$ cat src/rtl/gpu_pkg.sv
// Shared types for the branch resolution path: state and control-flow class enums,
// the instruction size, and the class priority encoder.
package gpu_pkg;

    localparam int INSTR_BYTES = 4;

    typedef enum logic {
        RUN    = 1'b0,
        HALTED = 1'b1
    } state_e;

    typedef enum logic [2:0] {
        CF_PLAIN  = 3'd0,
        CF_BRANCH = 3'd1,
        CF_JAL    = 3'd2,
        CF_JALR   = 3'd3,
        CF_HALT   = 3'd4
    } cf_class_e;

    // Several decode flags may be set at once; the strongest one wins.
    function automatic cf_class_e cf_encode(
        input logic is_branch,
        input logic is_jal,
        input logic is_jalr,
        input logic is_halt
    );
        if (is_jal)         return CF_JAL;
        else if (is_jalr)   return CF_JALR;
        else if (is_branch) return CF_BRANCH;
        else if (is_halt)   return CF_HALT;
        else                return CF_PLAIN;
    endfunction

endpackage

$ cat src/rtl/branch_resolve_target_calc.sv
// Combinational next-PC / link / redirect / misalignment computation for one
// decoded control-flow instruction. All sums wrap modulo 2^ADDRESS_WIDTH.
module branch_target_calc
    import gpu_pkg::*;
#(
    parameter int ADDRESS_WIDTH = 32
) (
    input  cf_class_e                i_class,
    input  logic [ADDRESS_WIDTH-1:0] i_pc,
    input  logic [ADDRESS_WIDTH-1:0] i_imm,
    input  logic [ADDRESS_WIDTH-1:0] i_rs1,
    input  logic                     i_cmp_result,
    output logic [ADDRESS_WIDTH-1:0] o_next_pc,
    output logic [ADDRESS_WIDTH-1:0] o_link,
    output logic                     o_redirect,
    output logic                     o_misaligned
);

    logic [ADDRESS_WIDTH-1:0] w_seq_pc;
    logic [ADDRESS_WIDTH-1:0] w_rel_pc;
    logic [ADDRESS_WIDTH-1:0] w_reg_pc;

    always_comb begin
        w_seq_pc = i_pc + ADDRESS_WIDTH'(INSTR_BYTES);
        w_rel_pc = i_pc + i_imm;
        // JALR target has bit0 forced low, as the ISA defines.
        w_reg_pc = (i_rs1 + i_imm) & ~ADDRESS_WIDTH'(1);

        case (i_class)
            CF_JAL:    o_next_pc = w_rel_pc;
            CF_JALR:   o_next_pc = w_reg_pc;
            CF_BRANCH: o_next_pc = i_cmp_result ? w_rel_pc : w_seq_pc;
            CF_HALT:   o_next_pc = i_pc;
            default:   o_next_pc = w_seq_pc;
        endcase

        o_link       = w_seq_pc;
        o_redirect   = (o_next_pc != w_seq_pc);
        // Bit0 is already clear for every target, so only bit1 can misalign.
        o_misaligned = o_redirect && o_next_pc[1];
    end

endmodule

$ cat src/rtl/branch_resolve.sv
// Branch resolution stage: one-entry registered result with valid/ready on both
// sides, plus a run/halt FSM. Optional statistics counters under BRANCH_STATS_EN.
module branch_resolve
    import gpu_pkg::*;
#(
    parameter int ADDRESS_WIDTH = 32
`ifdef BRANCH_STATS_EN
    ,
    parameter int STATS_WIDTH = 32
`endif
) (
    input  logic                     clock,
    input  logic                     reset_n,
    input  logic                     in_valid,
    output logic                     in_ready,
    input  logic [ADDRESS_WIDTH-1:0] in_pc,
    input  logic [ADDRESS_WIDTH-1:0] in_imm,
    input  logic [ADDRESS_WIDTH-1:0] in_rs1,
    input  logic                     is_branch,
    input  logic                     is_jal,
    input  logic                     is_jalr,
    input  logic                     is_halt,
    input  logic                     cmp_result,
    output logic                     out_valid,
    input  logic                     out_ready,
    output logic [ADDRESS_WIDTH-1:0] out_pc_next,
    output logic [ADDRESS_WIDTH-1:0] out_link,
    output logic                     out_redirect,
    output logic                     out_misaligned,
    output logic                     halted,
    input  logic                     run
`ifdef BRANCH_STATS_EN
    ,
    output logic [STATS_WIDTH-1:0]   stat_taken,
    output logic [STATS_WIDTH-1:0]   stat_not_taken,
    output logic [STATS_WIDTH-1:0]   stat_jumps
`endif
);

    state_e                   r_state;
    state_e                   w_state_next;
    cf_class_e                w_class;
    logic                     w_accept;
    logic [ADDRESS_WIDTH-1:0] w_next_pc;
    logic [ADDRESS_WIDTH-1:0] w_link;
    logic                     w_redirect;
    logic                     w_misaligned;

    logic                     r_out_valid;
    logic [ADDRESS_WIDTH-1:0] r_pc_next;
    logic [ADDRESS_WIDTH-1:0] r_link;
    logic                     r_redirect;
    logic                     r_misaligned;

    assign w_class  = cf_encode(is_branch, is_jal, is_jalr, is_halt);
    assign w_accept = in_valid && in_ready;

    branch_target_calc #(
        .ADDRESS_WIDTH (ADDRESS_WIDTH)
    ) u_calc (
        .i_class       (w_class),
        .i_pc          (in_pc),
        .i_imm         (in_imm),
        .i_rs1         (in_rs1),
        .i_cmp_result  (cmp_result),
        .o_next_pc     (w_next_pc),
        .o_link        (w_link),
        .o_redirect    (w_redirect),
        .o_misaligned  (w_misaligned)
    );

    always_ff @(posedge clock) begin
        if (!reset_n) begin
            r_out_valid  <= 1'b0;
            r_pc_next    <= '0;
            r_link       <= '0;
            r_redirect   <= 1'b0;
            r_misaligned <= 1'b0;
        end else if (w_accept) begin
            r_out_valid  <= 1'b1;
            r_pc_next    <= w_next_pc;
            r_link       <= w_link;
            r_redirect   <= w_redirect;
            r_misaligned <= w_misaligned;
        end else if (out_ready) begin
            r_out_valid  <= 1'b0;
        end
    end

    assign out_valid      = r_out_valid;
    assign out_pc_next    = r_pc_next;
    assign out_link       = r_link;
    assign out_redirect   = r_redirect;
    assign out_misaligned = r_misaligned;

    always_ff @(posedge clock) begin
        if (!reset_n) r_state <= RUN;
        else          r_state <= w_state_next;
    end

    // A halt (or misaligned target) accepted together with run still halts.
    always_comb begin
        w_state_next = r_state;
        case (r_state)
            RUN:    if (w_accept && (w_class == CF_HALT || w_misaligned)) w_state_next = HALTED;
            HALTED: if (run) w_state_next = RUN;
            default: w_state_next = RUN;
        endcase
    end

    always_comb begin
        halted   = (r_state == HALTED);
        in_ready = (r_state == RUN) && (!r_out_valid || out_ready);
    end

`ifdef BRANCH_STATS_EN
    logic [STATS_WIDTH-1:0] r_taken;
    logic [STATS_WIDTH-1:0] r_not_taken;
    logic [STATS_WIDTH-1:0] r_jumps;

    // Counters stick at all-ones instead of wrapping.
    always_ff @(posedge clock) begin
        if (!reset_n) begin
            r_taken     <= '0;
            r_not_taken <= '0;
            r_jumps     <= '0;
        end else if (w_accept) begin
            if (w_class == CF_BRANCH && cmp_result && r_taken != '1)
                r_taken <= r_taken + 1'b1;
            if (w_class == CF_BRANCH && !cmp_result && r_not_taken != '1)
                r_not_taken <= r_not_taken + 1'b1;
            if ((w_class == CF_JAL || w_class == CF_JALR) && r_jumps != '1)
                r_jumps <= r_jumps + 1'b1;
        end
    end

    assign stat_taken     = r_taken;
    assign stat_not_taken = r_not_taken;
    assign stat_jumps     = r_jumps;
`endif

endmodule

$ cat config.mk
export PLATFORM = sky130hd
export DESIGN_NAME = branch_resolve
export DESIGN_NICKNAME = d
export VERILOG_FILES = /design/src/rtl/gpu_pkg.sv /design/src/rtl/branch_resolve_target_calc.sv /design/src/rtl/branch_resolve.sv
export SDC_FILE = /design/constraint.sdc
export NUM_CORES = 1
export LEC_CHECK = 0
export ABC_AREA = 0
export CAP_MARGIN = 20
export CELL_PAD_IN_SITES_DETAIL_PLACEMENT = 1
export CELL_PAD_IN_SITES_GLOBAL_PLACEMENT = 2
export CORE_MARGIN = 1
export CORE_UTILIZATION = 25
export DETAILED_ROUTE_END_ITERATION = 7
export GPL_TIMING_DRIVEN = 1
export PLACE_DENSITY_LB_ADDON = 0.2
export REMOVE_ABC_BUFFERS = 1
export SETUP_SLACK_MARGIN = 0.15
export SYNTH_ARGS = -nofsm -noshare
export SYNTH_HDL_FRONTEND = slang
export SYNTH_SLANG_ARGS = --single-unit
$ cat constraint.sdc
create_clock -name clock -period 7.5 [get_ports clock]
set_clock_uncertainty 0.05 [all_clocks]
set_input_delay 0.75 -clock clock [delete_from_list [all_inputs] [get_ports clock]]
set_output_delay 0.75 -clock clock [all_outputs]
set_load 0.01 [all_outputs]
==> impl_metrics.ini, run 1 <==
[floorplanning]
die_height_um = 187
die_area_um2 = 35100
core_um2 = 33700
start_util_pct = 25.5
rows = 67
die_w_um = 187
io_pins = 175

[logic_synthesis]
synth_flop_cell = dfxtp_1
async_reset_ff_share_pct = 0
syn_area_um2 = 8590
ys_warn_count = 0
yosysTopAreaCell = dfxtp_1
ys_seq_area_share_pct = 15.8
syn_avg_cell_area_um2 = 7.14
synth_top_area_share_pct = 15.8
synth_seq_cells = 68
synth_edf_count = 0
synth_cell_types = 91
syn_inst = 1204
ys_top_cells_by_area = dfxtp_1 (16%), ha_1 (9.0%), nand2_1 (7.0%), a21oi_1 (6.3%), o21ai_0 (5.1%)

[clock_network]
cts_resized = 0
ctsHtreeMaxLevel = 3
cts_sinks = 68
cts_tree = done
numCtsBuffers = 9
insertion_delay_ns = 0.33
cts_hold_buf = 0
cts_setup_buffers = 0
cts_buffer_depth = 2
cts.root.buffer_cell = clkbuf_16
path_clk_slew_ns = 0.05

[pwr]
power_frac_clock_pct = 27.0
power_switching_mw = 0.698
pwr-share-comb_pct = 48.9
cellPowerDensity_nw_per_um2 = 160
power_leakage_nw = 4.26
seq_power_share_pct = 24.1
p_int_mw = 1.06
vdd_drop_max_uv = 98.7
swShare_pct = 39.6

[hold_path]
hold_class = flop to flop

[place]
dp_cells = 1763
gp_congestion = 0.883
port_buffers = 174
dp_hpwl_um = 32200

[worst_setup_path]
start_kind = input pin
crit_path_end_kind = flop
critical_path.max_fanout = 5
critPathArrivalTime_ns = 5.50
required_ns = 7.65
crit_type = input pin to flop

[layout]
nets = 1496
final_common_cell = clkdlybuf4s50_1
diodes = 0
fillCellCount = 4132
area_growth_pct = 28.3
fin_cells = 1779
drive_gt1_share_pct = 5.94
final_cell_mix = clkdlybuf4s50_1 (173), nand2_1 (161), a21oi_1 (108)

[sta]
rsz0062_at_grt = no
worst_pin_slew_ns = 0.971
fmax_mhz = 187
setup_viol = 0
hold_viol_final = 0
fin_setup_tns_ns = 0
fin_crit_sh_pct = 71.3
slew_violations = 0
period_needed_ns = 5.35
relSlewSlack_pct = 34.4

[global_routing]
grt_pass1_wl_um = 60900
grt_max_degree = 72
antenna_found_initial = 0
grt_pass1_vias = 9950
grt.overflow.total = 0
grt_use_total_pct = 22.3

[detailed_routing]
viasPerCell = 5.50
drc = 0
dr.pass1.iters = 6
vias = 9776
wire_per_inst_um = 22.3
finalWirelength_um = 39700
first_iter_violations = 473
detail-route-antenna-nets = 0

[status]
status = finished clean

[run]
cap_violations = 0
## through the flow
stage          utilization (%)  power (mW)  instance area [um2]  setup slack (ns)  hold WS [ns]
5_1_grt                   32.7        1.87                11000              1.91         0.450
4_1_cts                   32.7        1.77                11000              2.14         0.419
2_1_floorplan                -       0.914                 8280              3.17         0.435
3_3_place_gp              31.7        1.28                10700              1.81         0.404
6_report                  32.7        1.76                11000              2.15         0.413
3_5_place_dp              31.7        1.29                10700              1.80         0.411
## cell usage after synthesis, types with 8 or more instances
cell type,instances
ha_1,62
o211a_1,32
a21oi_1,108
buf_2,13
nor3_1,22
o21a_1,16
o211ai_1,17
nand3_1,40
or3_1,13
a31oi_1,10
a21o_1,12
clkbuf_1,61
a21boi_0,16
inv_1,18
xor2_1,35
nor2_1,102
o221a_2,13
o21ai_1,8
xnor2_1,35
and3_1,16
nor2b_1,12
nor4_1,9
mux2i_1,9
nand2_1,161
nand2b_1,11
o2111ai_1,8
o21ai_0,88
a211oi_1,17
nand4_1,40
dfxtp_1,68
## power groups by stage
stage	logic, mW	registers (mW)	clock network (mW)
after floorplan	0.469	0.445	0
after global placement	0.850	0.433	0
final	0.862	0.424	0.475
after detailed placement	0.855	0.433	0
after CTS	0.858	0.425	0.489
after global routing	0.936	0.430	0.500
## path summary, 6_finish.rpt
check,startpoint,end,slack [ns],cells past startpoint
setup / recovery,in_pc[0],out_misaligned,2.15,16
hold / removal,out_pc_next[24],out_pc_next[24],0.41,2
setup reg to reg,out_valid,out_misaligned,4.70,10
hold reg to reg,out_pc_next[24],out_pc_next[24],0.41,2
## cell families after synthesis
| kind of cell | Yosys count | synth area share [%] |
|---|---|---|
| adders and majority gates | 64 | 9.49 |
| DFF | 68 | 15.8 |
| xor gates and xnor gates | 71 | 7.32 |
| AOI/OAI and AO/OA | 429 | 34.7 |
| muxes | 15 | 1.83 |
| buffers and inverters | 95 | 4.40 |
| and+or+nand+nor | 462 | 26.4 |
## state kept, by name, indices dropped and copies added (netlist names)
register	flops
out_misaligned	1
out_redirect	1
out_pc_next	32
out_link	32
out_valid	1
halted	1
## metal layers
metal	part of all wire [%]	GRT usage, %	vias up
met5	0	0	-
met4	1.2	4.16	0
met3	3.6	1.31	25
met2	45	36.4	215
met1	50	32.2	4761
li1	-	-	4775
## final cells by class
| type | count | area, um2 | share of cell area [%] |
|---|---|---|---|
| multi-input cells | 1041 | 6860 | 62.2 |
| repair buffers | 188 | 1840 | 16.7 |
| flip-flops and latches | 68 | 1360 | 12.3 |
| well taps | 448 | 561 | 5.08 |
| clock buffers | 11 | 253 | 2.29 |
| clock inverters | 5 | 82.6 | 0.749 |
| inverters | 18 | 67.6 | 0.613 |
## worst max-delay path, cell delays in order
cell	delay, ns
clkdlybuf4s50_1	0.57
ha_1	0.24
inv_1	0.07
fa_1	0.41
nand2b_1	0.19
a211oi_2	0.38
o211a_1	0.28
nor2_1	0.06
xor2_1	0.17
o221a_2	0.30
a221oi_1	0.39
a21oi_1	0.19
a2111oi_0	0.69
nand4_1	0.20
o41ai_2	0.47
o21ai_1	0.13
Power figures use the tool's default switching activity.
==> run 2, diff against run 1 <==
clock period = 4.5 ns   (was 7.5 ns; I/O delays follow)
==> impl_metrics.ini, run 2 (same netlist as run 1, synthesis figures left out) <==
[sta]
rsz0062_at_grt = no
fin_crit_sh_pct = 94.8
setup_viol = 0
setup_ws_ns = 0.235
fin_setup_tns_ns = 0
fmax_mhz = 234
whs_ns = 0.409
worst_pin_slew_ns = 0.791
period_needed_ns = 4.26
slew_violations = 0
hold_viol_final = 0
relSlewSlack_pct = 46.7

[floorplanning]
rows = 67
core_um2 = 33700
io_pins = 175
start_util_pct = 25.5
die_w_um = 187
die_height_um = 187
die_area_um2 = 35100

[layout]
fin_cells = 1991
area_growth_pct = 50.1
fin_area_um2 = 12900
final_common_cell = buf_4
nets = 1710
fillCellCount = 4152
final_cell_mix = buf_4 (224), clkdlybuf4s50_1 (171), nand2_1 (161)
diodes = 0
utilization_pct = 38.3
drive_gt1_share_pct = 21.6

[place]
gp_congestion = 0.891
dp_hpwl_um = 35600
place_area_um2 = 12300
port_buffers = 174
pre_cts_ws_ns = -0.437
dp_cells = 1973

[worst_setup_path]
start_kind = input pin
reg2reg_from = out_valid
crit_path_end_kind = flop
critPathArrivalTime_ns = 4.40
rr_endpoint = out_misaligned
worstSetupStartpoint = in_imm[1]
ff2ff_path_depth = 10
cp-endpoint = out_misaligned
required_ns = 4.64
critical_path.max_fanout = 4
reg2reg_slack_ns = 1.92
crit_type = input pin to flop

[global_routing]
gr-usage-met2_pct = 38.4
grt_use_total_pct = 23.8
met3_usage_pct = 1.26
grt_pass1_vias = 11000
grt.overflow.total = 0
grt_pass1_wl_um = 64900
grt-busiest-layer = met2
grt_max_degree = 54
gr-usage-met1_pct = 33.9
antenna_found_initial = 0

[pwr]
power_mw = 3.09
vdd_drop_max_uv = 172
power_leakage_nw = 5.35
cellPowerDensity_nw_per_um2 = 239

[detailed_routing]
vias = 10700
finalWirelength_um = 42200
first_iter_violations = 533
viasPerCell = 5.36
detail-route-antenna-nets = 0
drc = 0
dr.pass1.iters = 5
wire_per_inst_um = 21.2

[clock_network]
cts_buffer_depth = 2
numCtsBuffers = 9
cts_sinks = 68
path_clk_slew_ns = 0.05
cts.root.buffer_cell = clkbuf_16
cts_tree = done
insertion_delay_ns = 0.33
ctsHtreeMaxLevel = 3

[run]
cap_violations = 0

[hold_path]
hold_class = flop to flop

[status]
status = finished clean
==> run 2: cell types whose count changed in the layout (fill, tap and decap cells not counted), sizes merged <==
| cell | change |
|---|---|
| dlymetal6s2s | +2 |
| clkinv | +1 |
| clkdlybuf4s50 | -2 |
| inv | -1 |
| buf | +214 |
| bufinv | -2 |
==> run 2: final cells by class <==
type,instances,area [um2],area share (%)
Sequential cell,68,1360,10.5
Clock buffer,11,243,1.88
Multi-Input combinational cell,1041,7160,55.5
Clock inverter,3,15.0,0.116
Inverter,18,67.6,0.524
Tap cell,448,561,4.34
Timing Repair Buffer,402,3490,27.1
==> run 2: worst min-delay path by stage <==
stage                          from              end  slack, ns  cells after the start
floorplan           out_pc_next[13]  out_pc_next[13]       0.44                      2
global placement    out_pc_next[21]  out_pc_next[21]       0.40                      2
detailed placement  out_pc_next[21]  out_pc_next[21]       0.41                      2
CTS                 out_pc_next[21]  out_pc_next[21]       0.41                      2
global route        out_pc_next[21]  out_pc_next[21]       0.43                      2
finish              out_pc_next[21]  out_pc_next[21]       0.41                      2
==> run 2: what timing repair did <==
item,in CTS,in global routing
pin swaps,2,18
gates resized for setup,13,53
buffers inserted,0,4
hold buffers,0,0
endpoints found under the setup margin,3,3
==> run 2: metal layers <==
metal  share of wire, %  routed length, um
met5                  0                  0
met4                2.4               1010
met3                3.0               1260
met2                 45              19200
met1                 49              20800
==> run 2: power by group <==
group | leakage, nW | total, mW | internal (mW) | switching [mW]
combinational | 4.66 | 1.76 | 0.815 | 0.943
sequential | 0.563 | 0.706 | 0.669 | 0.0376
clock | 0.131 | 0.623 | 0.378 | 0.245
==> run 2: worst max-delay path, cell delays in order <==
cell and delay (ns):
clkdlybuf4s50_1 0.53, inv_2 0.08, fa_1 0.42, nand2b_4 0.18, a211oi_4 0.29, buf_6 0.15, o211a_4 0.17, o31a_1 0.26
nor4_2 0.07, a2111o_1 0.45, buf_4 0.17, nand3_1 0.09, nand4_1 0.10, nor3_2 0.24, nand4_1 0.18, o41ai_4 0.45
o21ai_1 0.12
